`src/rtl/vram_slot_arbiter_if.sv`:
```
// VRAM slot arbiter bundle: slot requests, toggle-handshake channels and the registered VRAM bus.
// master = requester/bus-consumer side, slave = arbiter side.
interface vram_slot_arbiter_if #(
  parameter int NUM_CH = 4,
  parameter int ADDR_W = 17,
  parameter int DATA_W = 32
);
  localparam int CH_W = (NUM_CH > 1) ? $clog2(NUM_CH) : 1;

  logic [1:0]               DOTSTATE;
  logic                     DISP_SLOT;
  logic [ADDR_W-1:0]        DISP_ADDR;
  logic [1:0]               DISP_SIZE;
  logic                     SPR_SLOT;
  logic [ADDR_W-1:0]        SPR_ADDR;
  logic [NUM_CH-1:0]        CH_REQ;
  logic [NUM_CH-1:0]        CH_WE;
  logic [NUM_CH*ADDR_W-1:0] CH_ADDR;
  logic [NUM_CH*DATA_W-1:0] CH_WDATA;
  logic [NUM_CH*2-1:0]      CH_SIZE;
  logic [NUM_CH-1:0]        CH_ACK;
  logic [NUM_CH-1:0]        CH_READING;
  logic [ADDR_W-1:0]        IRAMADR;
  logic [DATA_W-1:0]        PRAMDBO_32;
  logic                     PRAMWE_N;
  logic [1:0]               PRAM_SIZE;
  logic [1:0]               GRANT_SRC;
  logic [CH_W-1:0]          GRANT_CH;

  modport master (
    output DOTSTATE, DISP_SLOT, DISP_ADDR, DISP_SIZE, SPR_SLOT, SPR_ADDR,
           CH_REQ, CH_WE, CH_ADDR, CH_WDATA, CH_SIZE,
    input  CH_ACK, CH_READING, IRAMADR, PRAMDBO_32, PRAMWE_N, PRAM_SIZE,
           GRANT_SRC, GRANT_CH
  );

  modport slave (
    input  DOTSTATE, DISP_SLOT, DISP_ADDR, DISP_SIZE, SPR_SLOT, SPR_ADDR,
           CH_REQ, CH_WE, CH_ADDR, CH_WDATA, CH_SIZE,
    output CH_ACK, CH_READING, IRAMADR, PRAMDBO_32, PRAMWE_N, PRAM_SIZE,
           GRANT_SRC, GRANT_CH
  );
endinterface

```
`src/rtl/vram_slot_arbiter.sv`:
```
// N-channel VRAM slot arbiter: display > starved channel > sprite > pending channel, one grant per slot.
// Optional VRAM_ARB_ROUND_ROBIN_EN: round-robin choice among non-starved channels.
`ifndef MEMORY_WIDTH_8
`define MEMORY_WIDTH_8 2'b00
`endif
`ifndef MEMORY_WIDTH_16
`define MEMORY_WIDTH_16 2'b01
`endif
`ifndef MEMORY_WIDTH_32
`define MEMORY_WIDTH_32 2'b10
`endif

module vram_slot_arbiter #(
  parameter int NUM_CH       = 4,
  parameter int ADDR_W       = 17,
  parameter int DATA_W       = 32,
  parameter int STARVE_LIMIT = 8
) (
  input logic                CLK21M,
  input logic                RESET_N,
  vram_slot_arbiter_if.slave bus
);

  localparam int CH_W  = (NUM_CH > 1) ? $clog2(NUM_CH) : 1;
  localparam int CNT_W = 8;
  localparam logic [CNT_W-1:0] CNT_MAX = CNT_W'(STARVE_LIMIT);

  typedef enum logic [1:0] {
    SRC_IDLE = 2'd0,
    SRC_DISP = 2'd1,
    SRC_SPR  = 2'd2,
    SRC_CH   = 2'd3
  } src_e;

  logic [ADDR_W-1:0]             iramadr_p1;
  logic [DATA_W-1:0]             pramdbo_p1;
  logic                          pramwe_n_p1;
  logic [1:0]                    pram_size_p1;
  logic [NUM_CH-1:0]             ch_ack_p1;
  logic [NUM_CH-1:0]             ch_reading_p1;
  src_e                          grant_src_p1;
  logic [CH_W-1:0]               grant_ch_p1;
  logic [NUM_CH-1:0][CNT_W-1:0]  wait_cnt_p1;

  logic [ADDR_W-1:0]             ch_addr  [NUM_CH];
  logic [DATA_W-1:0]             ch_wdata [NUM_CH];
  logic [1:0]                    ch_size  [NUM_CH];
  logic [NUM_CH-1:0]             pending;
  logic [NUM_CH-1:0]             starved;
  src_e                          sel_src;
  logic [CH_W-1:0]               sel_ch;
  logic [NUM_CH-1:0][CNT_W-1:0]  wait_cnt_nxt;
  logic                          slot;

  function automatic logic [CH_W-1:0] lowest_idx(input logic [NUM_CH-1:0] v);
    lowest_idx = '0;
    for (int i = NUM_CH - 1; i >= 0; i--) begin
      if (v[i]) lowest_idx = CH_W'(i);
    end
  endfunction

`ifdef VRAM_ARB_ROUND_ROBIN_EN
  logic [CH_W-1:0] rr_ptr_p1;

  function automatic logic [CH_W-1:0] rr_pick(input logic [NUM_CH-1:0] v,
                                              input logic [CH_W-1:0]   last);
    logic            found;
    int              t;
    logic [CH_W-1:0] ci;
    rr_pick = '0;
    found   = 1'b0;
    for (int k = 1; k <= NUM_CH; k++) begin
      t  = (int'(last) + k) % NUM_CH;
      ci = CH_W'(t);
      if (!found && v[ci]) begin
        rr_pick = ci;
        found   = 1'b1;
      end
    end
  endfunction
`endif

  assign slot = (bus.DOTSTATE == 2'b10);

  always_comb begin
    for (int i = 0; i < NUM_CH; i++) begin
      ch_addr[i]  = bus.CH_ADDR[i*ADDR_W +: ADDR_W];
      ch_wdata[i] = bus.CH_WDATA[i*DATA_W +: DATA_W];
      ch_size[i]  = bus.CH_SIZE[i*2 +: 2];
    end
  end

  // Slot decision from the pre-edge CH_REQ and the registered ACK state
  always_comb begin
    pending = bus.CH_REQ ^ ch_ack_p1;
    for (int i = 0; i < NUM_CH; i++) begin
      starved[i] = pending[i] && (wait_cnt_p1[i] == CNT_MAX);
    end
    sel_src = SRC_IDLE;
    sel_ch  = '0;
    if (bus.DISP_SLOT) begin
      sel_src = SRC_DISP;
    end else if (|starved) begin
      sel_src = SRC_CH;
      sel_ch  = lowest_idx(starved);
    end else if (bus.SPR_SLOT) begin
      sel_src = SRC_SPR;
    end else if (|pending) begin
      sel_src = SRC_CH;
`ifdef VRAM_ARB_ROUND_ROBIN_EN
      sel_ch  = rr_pick(pending, rr_ptr_p1);
`else
      sel_ch  = lowest_idx(pending);
`endif
    end
  end

  always_comb begin
    for (int i = 0; i < NUM_CH; i++) begin
      wait_cnt_nxt[i] = wait_cnt_p1[i];
      if (!pending[i] || (sel_src == SRC_CH && sel_ch == CH_W'(i))) begin
        wait_cnt_nxt[i] = '0;
      end else if (wait_cnt_p1[i] < CNT_MAX) begin
        wait_cnt_nxt[i] = wait_cnt_p1[i] + 1'b1;
      end
    end
  end

  // Registered VRAM bus stage
  always_ff @(posedge CLK21M) begin
    if (!RESET_N) begin
      iramadr_p1    <= '1;
      pramdbo_p1    <= '0;
      pramwe_n_p1   <= 1'b1;
      pram_size_p1  <= `MEMORY_WIDTH_16;
      ch_ack_p1     <= '0;
      ch_reading_p1 <= '0;
      grant_src_p1  <= SRC_IDLE;
      grant_ch_p1   <= '0;
      wait_cnt_p1   <= '0;
    end else if (!slot) begin
      pramwe_n_p1  <= 1'b1;
      grant_src_p1 <= SRC_IDLE;
    end else begin
      pramwe_n_p1  <= 1'b1;
      grant_src_p1 <= sel_src;
      wait_cnt_p1  <= wait_cnt_nxt;
      case (sel_src)
        SRC_DISP: begin
          iramadr_p1   <= bus.DISP_ADDR;
          pram_size_p1 <= bus.DISP_SIZE;
        end
        SRC_SPR: begin
          iramadr_p1   <= bus.SPR_ADDR;
          pram_size_p1 <= `MEMORY_WIDTH_16;
        end
        SRC_CH: begin
          iramadr_p1           <= ch_addr[sel_ch];
          pram_size_p1         <= ch_size[sel_ch];
          pramwe_n_p1          <= ~bus.CH_WE[sel_ch];
          grant_ch_p1          <= sel_ch;
          ch_ack_p1[sel_ch]    <= ~ch_ack_p1[sel_ch];
          if (bus.CH_WE[sel_ch]) begin
            pramdbo_p1 <= ch_wdata[sel_ch];
          end else begin
            ch_reading_p1[sel_ch] <= ~ch_reading_p1[sel_ch];
          end
        end
        default: ;
      endcase
    end
  end

`ifdef VRAM_ARB_ROUND_ROBIN_EN
  // Pointer remembers the last granted channel; only channel grants move it
  always_ff @(posedge CLK21M) begin
    if (!RESET_N) begin
      rr_ptr_p1 <= '0;
    end else if (slot && sel_src == SRC_CH) begin
      rr_ptr_p1 <= sel_ch;
    end
  end
`endif

  assign bus.IRAMADR    = iramadr_p1;
  assign bus.PRAMDBO_32 = pramdbo_p1;
  assign bus.PRAMWE_N   = pramwe_n_p1;
  assign bus.PRAM_SIZE  = pram_size_p1;
  assign bus.CH_ACK     = ch_ack_p1;
  assign bus.CH_READING = ch_reading_p1;
  assign bus.GRANT_SRC  = grant_src_p1;
  assign bus.GRANT_CH   = grant_ch_p1;

endmodule
```
`src/flat_wrapper.sv`:
```
// flat-port wrapper written by rule: the top's interface ports become plain ports
module vram_slot_arbiter_flat 
#(
  parameter int NUM_CH       = 4,
  parameter int ADDR_W       = 17,
  parameter int DATA_W       = 32,
  parameter int STARVE_LIMIT = 8
)
  (CLK21M, RESET_N, bus_DOTSTATE, bus_DISP_SLOT, bus_DISP_ADDR, bus_DISP_SIZE, bus_SPR_SLOT, bus_SPR_ADDR, bus_CH_REQ, bus_CH_WE, bus_CH_ADDR, bus_CH_WDATA, bus_CH_SIZE, bus_CH_ACK, bus_CH_READING, bus_IRAMADR, bus_PRAMDBO_32, bus_PRAMWE_N, bus_PRAM_SIZE, bus_GRANT_SRC, bus_GRANT_CH);
  vram_slot_arbiter_if #(.NUM_CH(NUM_CH), .ADDR_W(ADDR_W), .DATA_W(DATA_W)) bus_i ();
  input logic CLK21M;
  input logic RESET_N;
  input wire logic [$bits(bus_i.DOTSTATE)-1:0] bus_DOTSTATE;
  input wire logic [$bits(bus_i.DISP_SLOT)-1:0] bus_DISP_SLOT;
  input wire logic [$bits(bus_i.DISP_ADDR)-1:0] bus_DISP_ADDR;
  input wire logic [$bits(bus_i.DISP_SIZE)-1:0] bus_DISP_SIZE;
  input wire logic [$bits(bus_i.SPR_SLOT)-1:0] bus_SPR_SLOT;
  input wire logic [$bits(bus_i.SPR_ADDR)-1:0] bus_SPR_ADDR;
  input wire logic [$bits(bus_i.CH_REQ)-1:0] bus_CH_REQ;
  input wire logic [$bits(bus_i.CH_WE)-1:0] bus_CH_WE;
  input wire logic [$bits(bus_i.CH_ADDR)-1:0] bus_CH_ADDR;
  input wire logic [$bits(bus_i.CH_WDATA)-1:0] bus_CH_WDATA;
  input wire logic [$bits(bus_i.CH_SIZE)-1:0] bus_CH_SIZE;
  output wire logic [$bits(bus_i.CH_ACK)-1:0] bus_CH_ACK;
  output wire logic [$bits(bus_i.CH_READING)-1:0] bus_CH_READING;
  output wire logic [$bits(bus_i.IRAMADR)-1:0] bus_IRAMADR;
  output wire logic [$bits(bus_i.PRAMDBO_32)-1:0] bus_PRAMDBO_32;
  output wire logic [$bits(bus_i.PRAMWE_N)-1:0] bus_PRAMWE_N;
  output wire logic [$bits(bus_i.PRAM_SIZE)-1:0] bus_PRAM_SIZE;
  output wire logic [$bits(bus_i.GRANT_SRC)-1:0] bus_GRANT_SRC;
  output wire logic [$bits(bus_i.GRANT_CH)-1:0] bus_GRANT_CH;
  assign bus_i.DOTSTATE = bus_DOTSTATE;
  assign bus_i.DISP_SLOT = bus_DISP_SLOT;
  assign bus_i.DISP_ADDR = bus_DISP_ADDR;
  assign bus_i.DISP_SIZE = bus_DISP_SIZE;
  assign bus_i.SPR_SLOT = bus_SPR_SLOT;
  assign bus_i.SPR_ADDR = bus_SPR_ADDR;
  assign bus_i.CH_REQ = bus_CH_REQ;
  assign bus_i.CH_WE = bus_CH_WE;
  assign bus_i.CH_ADDR = bus_CH_ADDR;
  assign bus_i.CH_WDATA = bus_CH_WDATA;
  assign bus_i.CH_SIZE = bus_CH_SIZE;
  assign bus_CH_ACK = bus_i.CH_ACK;
  assign bus_CH_READING = bus_i.CH_READING;
  assign bus_IRAMADR = bus_i.IRAMADR;
  assign bus_PRAMDBO_32 = bus_i.PRAMDBO_32;
  assign bus_PRAMWE_N = bus_i.PRAMWE_N;
  assign bus_PRAM_SIZE = bus_i.PRAM_SIZE;
  assign bus_GRANT_SRC = bus_i.GRANT_SRC;
  assign bus_GRANT_CH = bus_i.GRANT_CH;
  vram_slot_arbiter #(.NUM_CH(NUM_CH), .ADDR_W(ADDR_W), .DATA_W(DATA_W), .STARVE_LIMIT(STARVE_LIMIT)) u_core (.CLK21M(CLK21M), .RESET_N(RESET_N), .bus(bus_i));
endmodule
```
`config.mk`:
```
export PLATFORM = sky130hd
export DESIGN_NAME = vram_slot_arbiter_flat
export DESIGN_NICKNAME = d
export VERILOG_FILES = /design/src/rtl/vram_slot_arbiter_if.sv /design/src/rtl/vram_slot_arbiter.sv /design/src/flat_wrapper.sv
export SDC_FILE = /design/constraint.sdc
export NUM_CORES = 1
export LEC_CHECK = 0
export CAP_MARGIN = 40
export CORE_ASPECT_RATIO = 2
export CORE_MARGIN = 3
export CORE_UTILIZATION = 40
export CTS_BUF_LIST = sky130_fd_sc_hd__clkbuf_4
export DETAILED_ROUTE_END_ITERATION = 10
export PLACE_DENSITY_LB_ADDON = 0.25
export SLEW_MARGIN = 20
export SYNTH_ARGS = -nofsm -noshare
export SYNTH_HDL_FRONTEND = slang
export SYNTH_SLANG_ARGS = --single-unit
```
`constraint.sdc`:
```
create_clock -name CLK21M -period 3.4 [get_ports CLK21M]
set_input_delay 0.34 -clock CLK21M [delete_from_list [all_inputs] [get_ports CLK21M]]
set_output_delay 0.34 -clock CLK21M [all_outputs]
set_load 0.02 [all_outputs]
```
* Yosys cells after proc, flatten, opt, wreduce, memory -nomap -nowiden
Index checks and enable logic that the tools add are counted.
W data, S select, Z words.
** Storage, ports and cells
- Output and inout bits :: 64
- Bits in registers :: 96
- Word-level logic and storage cells :: 119
- Memories kept :: 0
- Memory bits (writable) :: 0
- ROM bits :: 0
- Bits in latches :: 0
** Operators by class
- Bitwise operators :: 5
- $add $sub $neg :: 4
- Multiplexer cells :: 45
- $lt $le $gt $ge :: 7
- Reductions and logical operators :: 35
- $mul :: 0
- Div/mod/pow operators :: 0
- Shifts and indexed selects :: 0
- Equality and inequality tests :: 11
** Operators by type and width (number)
- $bmux W32 S2 :: 1
- $mux W32 :: 2
- $mux W8 :: 8
- $pmux W17 S3 :: 1
- $mux W2 :: 18
- $bmux W17 S2 :: 1
- $mux W17 :: 2
- $add A8 B1 Y8 const B :: 4
- $eq A8 B4 Y1 const B :: 4
- $lt A8 B4 Y1 const B :: 4
- $reduce_and A2 Y1 :: 7
- $eq A2 B2 Y1 const B :: 5
- $logic_and A1 B1 Y1 :: 9
- $reduce_and A3 Y1 :: 3
- $bwmux W4 :: 2
- $reduce_bool A2 Y1 :: 4
- $reduce_or A4 Y1 :: 2
- $bmux W1 S2 :: 3
- $pmux W2 S3 :: 1
- $bmux W2 S2 :: 1
- $eq A2 B1 Y1 const B :: 2
- $logic_not A1 Y1 :: 4
- $logic_or A1 B1 Y1 :: 4
- $mux W1 :: 4
- 9 further kinds :: 11

* Logic depth before layout (Yosys ltp)
- Depth after elaboration :: 14
- Gate-level depth with buffers :: 13
- Mapped depth without buffers :: 9

* Worst setup path after synthesis
Ideal clock, no wire load.
- Path kind :: reg-to-reg
- From :: register u_core.wait_cnt_p1[20] (netlist bit)
- To :: register u_core.pramdbo_p1[11], in the netlist u_core.bus.PRAMDBO_32[11]
- Clock period less this slack :: 2813 ps
- Cell stages (with the launch flop) :: 9
- Arrival :: 2690 ps
- Setup slack :: 587 ps
- Buffers on the path :: 1
- Cells stage by stage :: dfxtp_1 -> or4_1 -> nor4_4 -> a211oi_1 -> nor2_4 -> buf_2 -> mux2_2 -> a222oi_1 -> o21ai_1
** On the way
- Cells in the longest elaborated chain, start to end :: 11
- Elaborated cells between the ends (all ways) :: 18
- Those cells by class :: eq/ne: 2; mux: 12; bitwise: 1; reduce/logical: 3
** RTL lines
- from (decl) :: RTL line vram_slot_arbiter.sv:43 : logic [NUM_CH-1:0][CNT_W-1:0] wait_cnt_p1;
- from (signal assigned) :: RTL line vram_slot_arbiter.sv:147 : wait_cnt_p1 <= wait_cnt_nxt;
- $eq A8 B4 Y1 * :: RTL line vram_slot_arbiter.sv:97 : starved[i] = pending[i] && (wait_cnt_p1[i] == CNT_MAX);
- $logic_and A1 B1 Y1 * :: RTL line vram_slot_arbiter.sv:97
- $mux W2 (3 in series) :: RTL line vram_slot_arbiter.sv:58 : if (v[i]) lowest_idx = CH_W'(i);
- $mux W2 :: RTL line vram_slot_arbiter.sv:103 : end else if (|starved) begin
- $mux W2 :: RTL line vram_slot_arbiter.sv:101 : if (bus.DISP_SLOT) begin
- $not A2 Y3 (implied by the code) :: RTL line vram_slot_arbiter.sv:164 : pramdbo_p1 <= ch_wdata[sel_ch];
- $bmux W32 S2 :: RTL line vram_slot_arbiter.sv:164
- $mux W32 (implied by the code) (2 in series) :: RTL line vram_slot_arbiter.sv:164
- to (signal assigned) :: RTL line vram_slot_arbiter.sv:164
- to (decl) :: RTL line vram_slot_arbiter.sv:36 : logic [DATA_W-1:0] pramdbo_p1;
Every way passes the cells marked *; elsewhere a longest branch is shown, timed or not. The select of a mux whose other input is x is not followed.
A chain may end at the register's enable or synchronous reset.

* Final worst setup path
- From :: register u_core.wait_cnt_p1[20] (netlist bit)
- To :: register u_core.pramdbo_p1[24], in the netlist u_core.bus.PRAMDBO_32[24]
Same word-level chain as after synthesis.

==> run_results.csv <==
group,metric,value,unit
outcome,status,"finished clean",
setup_path,crit_path_max_fanout,32,
global_route,grt_pass1_vias,6658,
synth,synth_edf_count,0,
setup_path,critPathBufInv,2,
global_route,met3_usage,6.94,%
layout,synthToLayoutAreaGrowth,64.2,%
setup_path,r2r_slack,210,ps
detailed_routing,vias,6758,
power_and_ir_drop,p_int,1.98,mW
layout,final_cell_mix,"clkdlybuf4s50_1, dfxtp_1, nand2_1, nor2_1, a221o_1",
clock_network,clk_latency,460,ps
synth,synth_ff_type,"dfxtp_1",
global_route,grt_use_total,30.2,%
job,maxCapViolCount,0,
die,die_area,16000,sq um
placed_design,hpwl,19900,microns
setup_path,reg2reg_to,"u_core.bus.PRAMDBO_32[24]$_SDFFE_PN0P_",
global_route,grt_max_degree,50,
power_and_ir_drop,swShare,27.6,%
setup_path,critPathKind,"reg2reg",
synth,synth_area,5770,sq um
global_route,grt_first_pass_wirelength,37600,microns
placed_design,port_buffers,317,
layout,final_area,9470,sq um
placed_design,dp_cells,1178,
sta,fin_crit_sh,93.7,%
clock_network,cts.sinks,96,
power_and_ir_drop,power.switching,0.753,mW
synth,syn_inst,689,
clock_network,cts_buffers,9,
clock_network,cts-htree-levels,3,
setup_path,cp_cell_sequence,"or4_1 > nor4_4 > a211oi_1 > buf_4 > nor2_4 > buf_12 > mux2_2 > a222oi_1 > o21ai_1",
power_and_ir_drop,clkPwrFrac,28.7,%
setup_path,timing.rr.start,"u_core.wait_cnt_p1[20]$_SDFFE_PN0P_",
synth,syn_area_per_cell,8.37,sq um
setup_path,cp.arrival,3530,ps
setup_path,cp.depth,9,
placed_design,place_congestion,0.957,
setup_path,required,3740,ps
detailed_routing,drtIter0Drc,389,
clock_network,cts_root_buf,"clkbuf_4",
power_and_ir_drop,p_comb_share,28.0,%
sta,fin_crit,3190,ps
synth,synth.distinct_cells,58,
setup_path,startpoint,"u_core.wait_cnt_p1[20]$_SDFFE_PN0P_",
synth,syn_nets,951,
sta,clock-skew-final,17.5,ps
synth,ys_seq_area_share,33.3,%
setup_path,endpoint_kind,"register",
die,rows,61,
sta,setup_viol,0,
synth,synth.ff_latch_count,96,
setup_path,max_stage_delay,630,ps
synth,async_reset_ff_share,0,%
sta,tns,0,ps
clock_network,ctsResizeCount,0,
global_route,grt.busiest_layer,"met2",
detailed_routing,viasPerCell,5.64,
layout,final_cells,1198,
global_route,grt_overflow_total,0,
sta,slew_headroom,53.2,%
detailed_routing,dr.pass1.iters,5,
sta,fmax,314,MHz
power_and_ir_drop,peakVddDrop,243,uV
setup_path,cp_top_family,"simple AND/OR/NAND/NOR gates",
detailed_routing,drt-wirelength-per-cell,21.1,microns
setup_path,slowest_stage,"or4_1",
layout,drive_gt1_share,9.75,%
synth,yosysWarnings,0,
sta,rsz0062_at_grt,"false",
clock_network,holdBufCountCts,0,
sta,tightestPinTransition,701,ps
power_and_ir_drop,power_density,288,nW/um^2
setup_path,endpoint,"u_core.bus.PRAMDBO_32[24]$_SDFFE_PN0P_",
layout,multiInputGateArea,3560,sq um
clock_network,cts_tree,"built",
placed_design,placed_area,9270,sq um
die,die_w,90.9,microns
power_and_ir_drop,p_total,2.73,mW
detailed_routing,routed_wl,25300,microns
power_and_ir_drop,p_leak,3.46,nW
layout,nFillCells,1228,
detailed_routing,antenna_left,0,
clock_network,clock_path_buffers,2,
worst_hold_path,min_path_type,"in2reg",
detailed_routing,drc,0,
global_route,antenna_found_initial,3,
global_route,grtUsageMet1,33.1,%
clock_network,clk_pin_slew,150,ps
sta,slew_viol_final,0,
layout,mostFrequentLayoutCell,"clkdlybuf4s50_1",
die,initial_core_util,41.1,%
die,die_h,176,microns
power_and_ir_drop,p_seq_share,43.3,%
clock_network,post_cts_buffers,0,
sta,hold_violations,0,
layout,area.sequential,1920,sq um
setup_path,r2r_cells,9,
die,coreArea,14000,sq um
die,ios,318,
setup_path,start_kind,"register",
global_route,grt_use_met2,54.4,%
layout,nNetsFinal,1262,
-- kinds of logic after synthesis --
| family | Yosys count | synth area share (%) |
|---|---|---|
| DFF | 96 | 33.3 |
| xor gates and xnor gates | 15 | 2.41 |
| muxes | 59 | 10.8 |
| AOI/OAI and AO/OA | 245 | 30.2 |
| buffers and inverters | 68 | 5.27 |
| and+or+nand+nor | 198 | 16.2 |
| adders and majority gates | 8 | 1.74 |
-- power by group through the flow --
stage                     sequential (mW)  clock, mW  combinational, mW
after floorplan                      1.24          0              0.268
after detailed placement             1.20          0              0.759
after global placement               1.20          0              0.751
after global routing                 1.19      0.839              0.812
final                                1.18      0.784              0.763
after CTS                            1.18      0.796              0.762
-- tightest hold or removal path, delay by kind of cell --
kind / cells / cell delay (ps)
and+or+nand+nor: 1 / 130
buffers and inverters: 3 / 350
-- per-layer routing --
layer  wire length (microns)  vias to the layer above
met1                    9120                     3160
met4                     983                        0
met2                   13300                      318
met3                    1860                       48
li1                        -                     3232
met5                       0                        -
-- area by class of cell --
type,count,share of cell area (%)
antenna,4,0.106
clock buffer,9,0.714
clock inverter,7,1.24
inverter,15,0.595
multi-input combinational,525,37.6
sequential,96,20.3
tap,189,2.50
timing repair buffer,353,37.0
-- worst min-delay path by stage --
stage | start | to | slack [ps] | cells past startpoint
floorplan | u_core.wait_cnt_p1[31]$_SDFFE_PN0P_ | u_core.wait_cnt_p1[31]$_SDFFE_PN0P_ | 420 | 1
global placement | u_core.wait_cnt_p1[28]$_SDFFE_PN0P_ | u_core.wait_cnt_p1[28]$_SDFFE_PN0P_ | 430 | 1
detailed placement | u_core.wait_cnt_p1[6]$_SDFFE_PN0P_ | u_core.wait_cnt_p1[6]$_SDFFE_PN0P_ | 440 | 1
CTS | RESET_N | u_core.bus.GRANT_CH[1]$_SDFFE_PN0P_ | 390 | 4
global route | RESET_N | u_core.bus.GRANT_CH[1]$_SDFFE_PN0P_ | 420 | 4
finish | RESET_N | u_core.bus.GRANT_CH[1]$_SDFFE_PN0P_ | 420 | 4
-- registers in the layout, summed over array words and instances, names as in the netlist --
signal and count:
u_core.bus.PRAMWE_N 1, u_core.bus.PRAM_SIZE 2, u_core.bus.GRANT_SRC 2, u_core.bus.GRANT_CH 2, u_core.wait_cnt_p1 32, u_core.bus.PRAMDBO_32 32
u_core.bus.CH_ACK 4, u_core.bus.IRAMADR 17, u_core.bus.CH_READING 4
-- cell usage after synthesis, types with 4 or more instances --
library cell	number	area share, %
nor2_1	49	3.2
nand2b_1	4	0.43
a222oi_1	9	1.6
o22ai_1	17	1.8
o21ai_1	33	2.9
inv_1	15	0.98
xnor2_1	7	1.1
o21ai_0	28	2.4
buf_4	8	1.0
mux2i_1	32	5.6
a211o_1	4	0.61
nand2_1	84	5.5
mux2_2	27	5.3
a31oi_1	4	0.43
or4_1	6	0.78
o211ai_1	33	4.3
dfxtp_1	96	33
clkbuf_1	29	1.9
a211oi_1	21	2.7
ha_1	8	1.7
and2_1	14	1.5
a21oi_1	34	3.0
xor2_1	7	1.1
a221o_1	41	7.1
nor3_1	17	1.5
buf_2	13	1.1
-- stage by stage --
| step | util [%] | worst slack, ps | hold WS [ps] |
|---|---|---|---|
| floorplan | - | 587 | 420 |
| global placement | 65.7 | 140 | 434 |
| detailed placement | 66.0 | 84.5 | 441 |
| CTS | 67.3 | 199 | 391 |
| global route | 67.4 | 43.9 | 423 |
| finish | 67.4 | 213 | 420 |
(Power assumes the default switching activity.)
